==> config.mk <==
export PLATFORM = sky130hd
export DESIGN_NAME = mux_nto1_stream
export DESIGN_NICKNAME = d
export VERILOG_FILES = /design/src/rtl/mux_nto1_stream.sv
export SDC_FILE = /design/constraint.sdc
export NUM_CORES = 1
export LEC_CHECK = 0
export CORE_MARGIN = 2
export CORE_UTILIZATION = 36
export DETAILED_ROUTE_END_ITERATION = 10
export PLACE_DENSITY = 0.84
export SYNTH_ARGS = -nofsm -noshare
export SYNTH_HDL_FRONTEND = slang
export SYNTH_SLANG_ARGS = --single-unit
==> constraint.sdc <==
create_clock -name clk -period 3.05 [get_ports clk]
set_input_delay 0.61 -clock clk [delete_from_list [all_inputs] [get_ports clk]]
set_output_delay 0.61 -clock clk [all_outputs]
set_load 0.05 [all_outputs]
==> src/rtl/mux_nto1_stream.sv <==
// N:1 stream multiplexer: selection is latched for a whole transaction, one registered
// output stage with valid/ready flow control at full rate.
module mux_nto1_stream #(
  parameter int unsigned N_CH      = 4,
  parameter int unsigned DATA_W    = 16,
  parameter bit          LOCK_MODE = 1'b1,
  localparam int unsigned SEL_W    = $clog2(N_CH)
) (
  input  logic                     clk,
  input  logic                     rst,
  input  logic [N_CH*DATA_W-1:0]   s_data,
  input  logic [N_CH-1:0]          s_valid,
  input  logic [N_CH-1:0]          s_last,
  output logic [N_CH-1:0]          s_ready,
  input  logic [SEL_W-1:0]         sel,
  input  logic                     sel_valid,
  output logic [DATA_W-1:0]        m_data,
  output logic                     m_valid,
  output logic                     m_last,
  input  logic                     m_ready,
  output logic                     busy,
  output logic [SEL_W-1:0]         cur_sel,
  output logic                     err_sel
);

  typedef enum logic {
    IDLE   = 1'b0,
    LOCKED = 1'b1
  } state_t;

  state_t              state_q;
  state_t              state_d;
  logic                sel_ok;
  logic                sel_load;
  logic                err_d;
  logic                can_take;
  logic                xfer;
  logic [DATA_W-1:0]   ch_data;
  logic                ch_valid;
  logic                ch_last;

  // A power-of-two channel count cannot encode an out-of-range select.
  if (N_CH == (2 ** SEL_W)) begin : g_sel_full
    assign sel_ok = 1'b1;
  end else begin : g_sel_partial
    assign sel_ok = (32'(sel) < N_CH);
  end

  // Pick the latched channel's beat.
  always_comb begin
    ch_data  = '0;
    ch_valid = 1'b0;
    ch_last  = 1'b0;
    for (int unsigned i = 0; i < N_CH; i++) begin
      if (cur_sel == SEL_W'(i)) begin
        ch_data  = s_data[i*DATA_W +: DATA_W];
        ch_valid = s_valid[i];
        ch_last  = s_last[i];
      end
    end
  end

  assign can_take = (state_q == LOCKED) && (!m_valid || m_ready);
  assign xfer     = can_take && ch_valid;

  always_comb begin
    s_ready = '0;
    for (int unsigned i = 0; i < N_CH; i++) begin
      s_ready[i] = can_take && (cur_sel == SEL_W'(i));
    end
  end

  // Next-state logic.
  always_comb begin
    state_d  = state_q;
    sel_load = 1'b0;
    err_d    = 1'b0;
    case (state_q)
      IDLE: begin
        if (sel_valid) begin
          if (sel_ok) begin
            state_d  = LOCKED;
            sel_load = 1'b1;
          end else begin
            err_d = 1'b1;
          end
        end
      end
      LOCKED: begin
        if (xfer && (!LOCK_MODE || ch_last)) begin
          state_d = IDLE;
        end
      end
      default: state_d = IDLE;
    endcase
  end

  always_ff @(posedge clk or posedge rst) begin
    if (rst) begin
      state_q <= IDLE;
      busy    <= 1'b0;
      err_sel <= 1'b0;
      cur_sel <= '0;
    end else begin
      state_q <= state_d;
      busy    <= (state_d == LOCKED);
      err_sel <= err_d;
      if (sel_load) begin
        cur_sel <= sel;
      end
    end
  end

  // Output register: a load and a drain in the same cycle keep m_valid high.
  always_ff @(posedge clk or posedge rst) begin
    if (rst) begin
      m_data  <= '0;
      m_valid <= 1'b0;
      m_last  <= 1'b0;
    end else if (xfer) begin
      m_data  <= ch_data;
      m_valid <= 1'b1;
      m_last  <= ch_last;
    end else if (m_valid && m_ready) begin
      m_valid <= 1'b0;
    end
  end

endmodule
* Word level (Yosys, flattened, before mapping)
Cells that the tools add are included.
Storage, ports and cells: register bits 21, input port bits 78, output and inout port bits 26, word-level logic and storage cells 39
Operators by class: equal/unequal tests 3, muxes and demuxes 18, bitwise operators 1, reduce and logical (&&, ||, !) cells 12
Operator list (count):
- 16-bit two-way mux | 4
- 1-bit two-way mux | 13
- 1-bit logical AND | 8
- 2-bit equality test, second input constant | 2
- 2-bit by 1-bit equality test with 1-bit output, second input constant | 1
- 2-bit logical NOT | 1
- 1-bit case mux with 2 select lines | 1
- 2-bit nonzero test | 1
- 1-bit logical NOT | 1
- 1-bit logical OR | 1
- 1-bit inverter | 1

* Longest topological paths before layout
Gate-level depths: netlist of run 1.
depth after elaboration 9, depth in mapped cells 6, depth with buffers taken out 4

* Worst setup path before layout of run 1
OpenSTA, ideal clock, no wires.
kind register to output, start register cur_sel[1], end output s_ready[2], arrival 2.240 ns, data required time 2.440 ns, slack 0.200 ns, cell stages (with the launch flop) 3, buffers on the path 1, cells stage by stage dfrtp_1 clkbuf_1 nor3b_1
On the way: cells in the longest elaborated chain, start to end 2
Ends and longest elaborated chain:
- start, declared | RTL line 22 | output logic [SEL_W-1:0] cur_sel,
- start signal, assigned | RTL line 109 | cur_sel <= sel;
- 2-bit equality test | RTL line 69 | s_ready[i] = can_take && (cur_sel == SEL_W'(i));
- 1-bit logical AND | RTL line 69
- end, declared | RTL line 14 | output logic [N_CH-1:0] s_ready,
No other way between the ends.

* Final worst setup path of run 1
start input m_ready, end output s_ready[2]
On the way: cells in the longest elaborated chain, start to end 3
Ends and longest elaborated chain:
- start, declared | RTL line 20 | input logic m_ready,
- 1-bit logical OR | RTL line 63 | assign can_take = (state_q == LOCKED) && (!m_valid || m_ready);
- 1-bit logical AND | RTL line 63
- 1-bit logical AND | RTL line 69
No other way between the ends.

==> results of run 1 <==
[cell type report]
class                           instances  area, sq um  area share (%)
Clock inverter                          1         5.00           0.206
Clock buffer                            3         41.3            1.70
Multi-Input combinational cell         52          726            29.8
Tap cell                               48         60.1            2.47
Timing Repair Buffer                  105         1070            43.9
Sequential cell                        21          526            21.6
Inverter                                2         7.51           0.308
[per-stage QoR]
stage	std cells	cell area, sq um	power (mW)
6_report	232	2430	2.62
2_1_floorplan	83	1320	1.91
4_1_cts	232	2430	2.65
3_5_place_dp	228	2390	2.46
3_3_place_gp	228	2390	2.42
5_1_grt	232	2430	2.75
[kinds of logic after synthesis]
kind of cell | count (synthesis) | share of synthesized area, %
flops | 21 | 39.8
mux | 36 | 47.4
other cells | 1 | 0.284
simple gates | 12 | 5.59
compound gates | 3 | 1.61
buf+inv | 10 | 5.30
[cell usage after synthesis, drive strengths merged, types with 2 or more instances]
library cell / count / area [sq um]
buf: 6 / 55.1
dfrtp: 21 / 526
clkbuf: 2 / 7.51
nand2b: 2 / 12.5
nor3b: 2 / 15.0
nor2b: 2 / 12.5
mux2: 19 / 244
mux4: 17 / 383
inv: 2 / 7.51
[metal layers]
metal / vias up / global-route usage (%)
met1: 559 / 23.0
met3: 2 / 4.17
li1: 528 / -
met4: 0 / 6.91
met5: - / 0
met2: 64 / 31.8
[flip-flops by register name (all words and copies together), names as in the netlist]
name and flops:
state_q 1, m_valid 1, cur_sel 2, m_data 16, m_last 1
[worst min-delay path by stage]
stage	startpoint	endpoint
after floorplan	rst	cur_sel[0]
after CTS	m_data[15]	m_data[15]
final	m_data[6]	m_data[6]
after global routing	m_data[15]	m_data[15]
after global placement	m_data[11]	m_data[11]
after detailed placement	m_data[12]	m_data[12]
[critical path: stages]
cell and delay (ns):
clkdlybuf4s50_1 0.45, nand2b_1 0.15, nand2_1 0.10, nor3b_1 0.37
buf_12 0.19
[report_power, final]
group | switching [mW] | leakage (nW) | internal [mW]
combinational | 0.955 | 0.685 | 0.906
clock | 0.0899 | 0.0255 | 0.0909
sequential | 0.152 | 0.245 | 0.429
==> impl_metrics.ini, run 1 <==
[run_status]
status = finished clean

[finish]
num_antenna_cells = 0
layout.cells.most_common = clkdlybuf4s50_1
syn_to_final_growth_pct = 84.2
num-fill-cells = 263
utilization_pct = 67.5
layout_common_cells = clkdlybuf4s50_1, dfrtp_1, mux4_2, mux2_2, mux2_4
drive_gt1_share_pct = 26.1
nets = 263

[clocking]
clk_latency_ns = 0.26
h-tree-depth = 1
clkSlewWorstSetupHoldPaths_ns = 0.08
cts_sinks = 21
root_buffer = clkbuf_8
cts_tree = built
cts_resized = 0
clk_path_buf_depth = 2
cts_hold_buf = 0
cts_made_buffers = 3
post_cts_buffers = 0

[grt]
grt_overflow = 0
grt_antenna_before_repair = 0
first_global_vias = 1167
grt_max_degree = 22
grt_pass1_wl_mm = 5.84
track_usage_pct = 18.6

[power]
powerDensity_mw_per_mm2 = 1080
p_leak_nw = 0.955
ir_drop_v = 0.000493

[synth]
synth.distinct_cells = 23
syn_area_sq_mm = 0.00132
synth_ff_type = dfrtp_1
avgSynthCellArea_sq_um = 15.9
ys.warnings.count = 0
synth_nets = 161
ys_seq_area_share_pct = 39.8
syn-instance-count = 83
ys_seq_elements = 21
synth_edf_count = 0
synthArstFlopShare_pct = 100

[critical_path]
reg2reg_from = cur_sel[1]
worstReg2RegEnd = m_last
crit_fanout = 4
reg2regPathDepth = 5
rrSetupSlack_ns = 0.84
crit_end = s_ready[2]
critPathLaunchType = input port
worstSetupEndpointType = output port
cp.arrival_ns = 1.87
worstPathRequired_ns = 2.44
crit_type = input port to output port
crit_start = m_ready

[routing]
top_layer = met4
drt-total-wl_mm = 3.82
vias = 1153
drc = 0
detail_route.wl_per_cell_um = 16.5
wl_met3_um = 322
drt-pass1-iter-count = 4
dr.first_iter.drc_count = 43
wl_met1_mm = 1.54
via_per_inst = 4.97
antenna_left = 0
met2_length_mm = 1.93

[sta]
timing.fmax_mhz = 403
timing.final.max_slew_violations = 0
setup_violations = 0
max_slew_margin_pct = 46.3
tightest_slew_ns = 0.805
setup-tns-final_ns = 0
hold_viol_final = 0
period_share_pct = 81.3
setup_ws_ns = 0.570
whs_ns = 0.514
finClkSkew_ns = 0.00186
period_needed_ns = 2.48
rsz0062_at_grt = false

[die]
die_height_um = 64.6
die_w_um = 64.6
initial_core_util_pct = 36.6
num_rows = 22
num_io_pins = 104
core-area_sq_mm = 0.00361
die_area_sq_mm = 0.00417

[placed_design]
io_buffer_count = 102
dpl.hpwl_mm = 3.05
gp_congestion = 0.726
pre_cts_ws_ns = 0.564

[job]
maxCapViolCount = 0

[worst_hold_path]
min_path_cells = 1
hp-class = register to register
Note: power is estimated with default switching activity, not from simulation.
==> run 2: changes to the inputs <==
Settings changed: CORE_UTILIZATION 36 to 33, PLACE_DENSITY 0.84 to 0.78.
Clock period 3.05 ns to 2.5 ns, I/O delays scaled along.
==> run 2 against run 1 <==
Compared with the run above: die area grew 8.5%; core utilization fell by 0.41 points; total power increased by 28%; global-route usage rose by 0.13 points; cell area up 3.2%; count of clock-buffer cells in the layout did not move; sequential power up 17%; worst hold slack worse by 0.0038 ns; clock power is 22% higher; largest power group unchanged.
==> impl_metrics.ini, run 2 (synthesis results as in run 1) <==
[placed_design]
dpl.hpwl_mm = 3.30
dpl-instance-area_sq_mm = 0.00246
io_buffer_count = 102
gp_congestion = 0.778

[routing]
dr.first_iter.drc_count = 34
vias = 1143
drt-pass1-iter-count = 4
drc = 0
detail_route.wl_per_cell_um = 16.7
drt-total-wl_mm = 3.90
antenna_left = 0
via_per_inst = 4.88

[critical_path]
worstPathRequired_ns = 2.00
worstSetupEndpointType = output port
crit_type = input port to output port
crit_fanout = 4
cp.arrival_ns = 1.68
critPathLaunchType = input port

[finish]
drive_gt1_share_pct = 29.0
nets = 265
num_antenna_cells = 0
layout_common_cells = clkdlybuf4s50_1, dfrtp_1, mux4_2, mux2_2, mux2_4
layout.cells.most_common = clkdlybuf4s50_1
syn_to_final_growth_pct = 90.1
largest_reg_flops = 16
stdcell_area_sq_mm = 0.00251
largest-register = m_data
reg.largest.list = m_data: 16 flops, cur_sel: 2 flops

[sta]
period_share_pct = 87.1
hold_viol_final = 0
timing.fmax_mhz = 459
timing.final.max_slew_violations = 0
max_slew_margin_pct = 46.1
whs_ns = 0.510
finClkSkew_ns = 0.00196
period_needed_ns = 2.18
tightest_slew_ns = 0.807
setup-tns-final_ns = 0
setup_violations = 0
rsz0062_at_grt = false

[clocking]
cts_resized = 0
root_buffer = clkbuf_8
cts_sinks = 21
cts_hold_buf = 0
cts_made_buffers = 3
clk_latency_ns = 0.26
h-tree-depth = 1
post_cts_buffers = 0
clkSlewWorstSetupHoldPaths_ns = 0.08
clk_path_buf_depth = 2
cts_tree = built

[die]
initial_core_util_pct = 35.3
num_io_pins = 104
num_rows = 22
core-area_sq_mm = 0.00374
die_area_sq_mm = 0.00453
die_w_um = 67.3
die_height_um = 67.3

[grt]
grt_pass1_wl_mm = 6.18
first_global_vias = 1254
track_usage_pct = 18.7
grt_max_degree = 22
grt_overflow = 0
grt_antenna_before_repair = 0

[run_status]
status = finished clean

[power]
power_mw = 3.35
powerDensity_mw_per_mm2 = 1330
ir_drop_v = 0.000784
p_leak_nw = 0.987

[worst_hold_path]
hp-class = register to register

[job]
maxCapViolCount = 0
==> run 2: changes by cell type in the layout (fill, tap and decap cells not counted), sizes merged <==
cell and delta:
buf +3, clkdlybuf4s50 -1
==> run 2: area by class of cell <==
type / count / area, sq um
repair buffers: 107 / 1130
clock inverters: 1 / 5.00
fillers: 293 / 1230
well taps: 48 / 60.1
flip-flops and latches: 21 / 526
clock buffers: 3 / 41.3
inverters: 2 / 7.51
multi-input cells: 52 / 741
==> run 2: layer usage <==
layer  vias to the layer above  wire length (um)  track usage (%)
li1                        531                 -                -
met1                       562              1490             22.6
met2                        44              2130             32.8
met3                         6               214             4.50
met4                         0                63             6.12
met5                         -                 0                0
==> run 2: final timing paths <==
path                            start          to  slack [ns]  cells past startpoint
max in group asynchronous         rst   m_data[1]        1.29                      2
setup reg to reg           cur_sel[1]  m_data[11]        0.69                      4
setup / recovery              m_ready  s_ready[2]        0.32                      5
hold / removal              m_data[5]   m_data[5]        0.51                      1
min in group asynchronous         rst   m_data[8]        0.71                      2
hold reg to reg             m_data[5]   m_data[5]        0.51                      1
==> run 2: through the flow <==
stage	setup WS (ns)	instances	utilization, %
after global placement	0.302	230	65.8
after floorplan	0.198	83	-
after global routing	0.217	234	67.1
after detailed placement	0.244	230	65.8
final	0.323	234	67.1
after CTS	0.305	234	67.1
==> run 2: worst max-delay path, stage by stage <==
cell             delay [ns]
clkdlybuf4s50_1        0.45
nand2b_1               0.15
nand2_1                0.13
nor3b_2                0.27
buf_12                 0.17
==> run 2: power breakdown <==
group          switching (mW)  total [mW]  internal [mW]
Sequential              0.153       0.677          0.524
Clock                   0.109       0.220          0.111
Combinational            1.24        2.45           1.22
Total                    1.50        3.35           1.85
==> run 3: changes to the inputs <==
Settings changed: CAP_MARGIN set to 20.
==> results of run 3 <==
No change in the layout: final DEF, timing and power equal those of run 2.
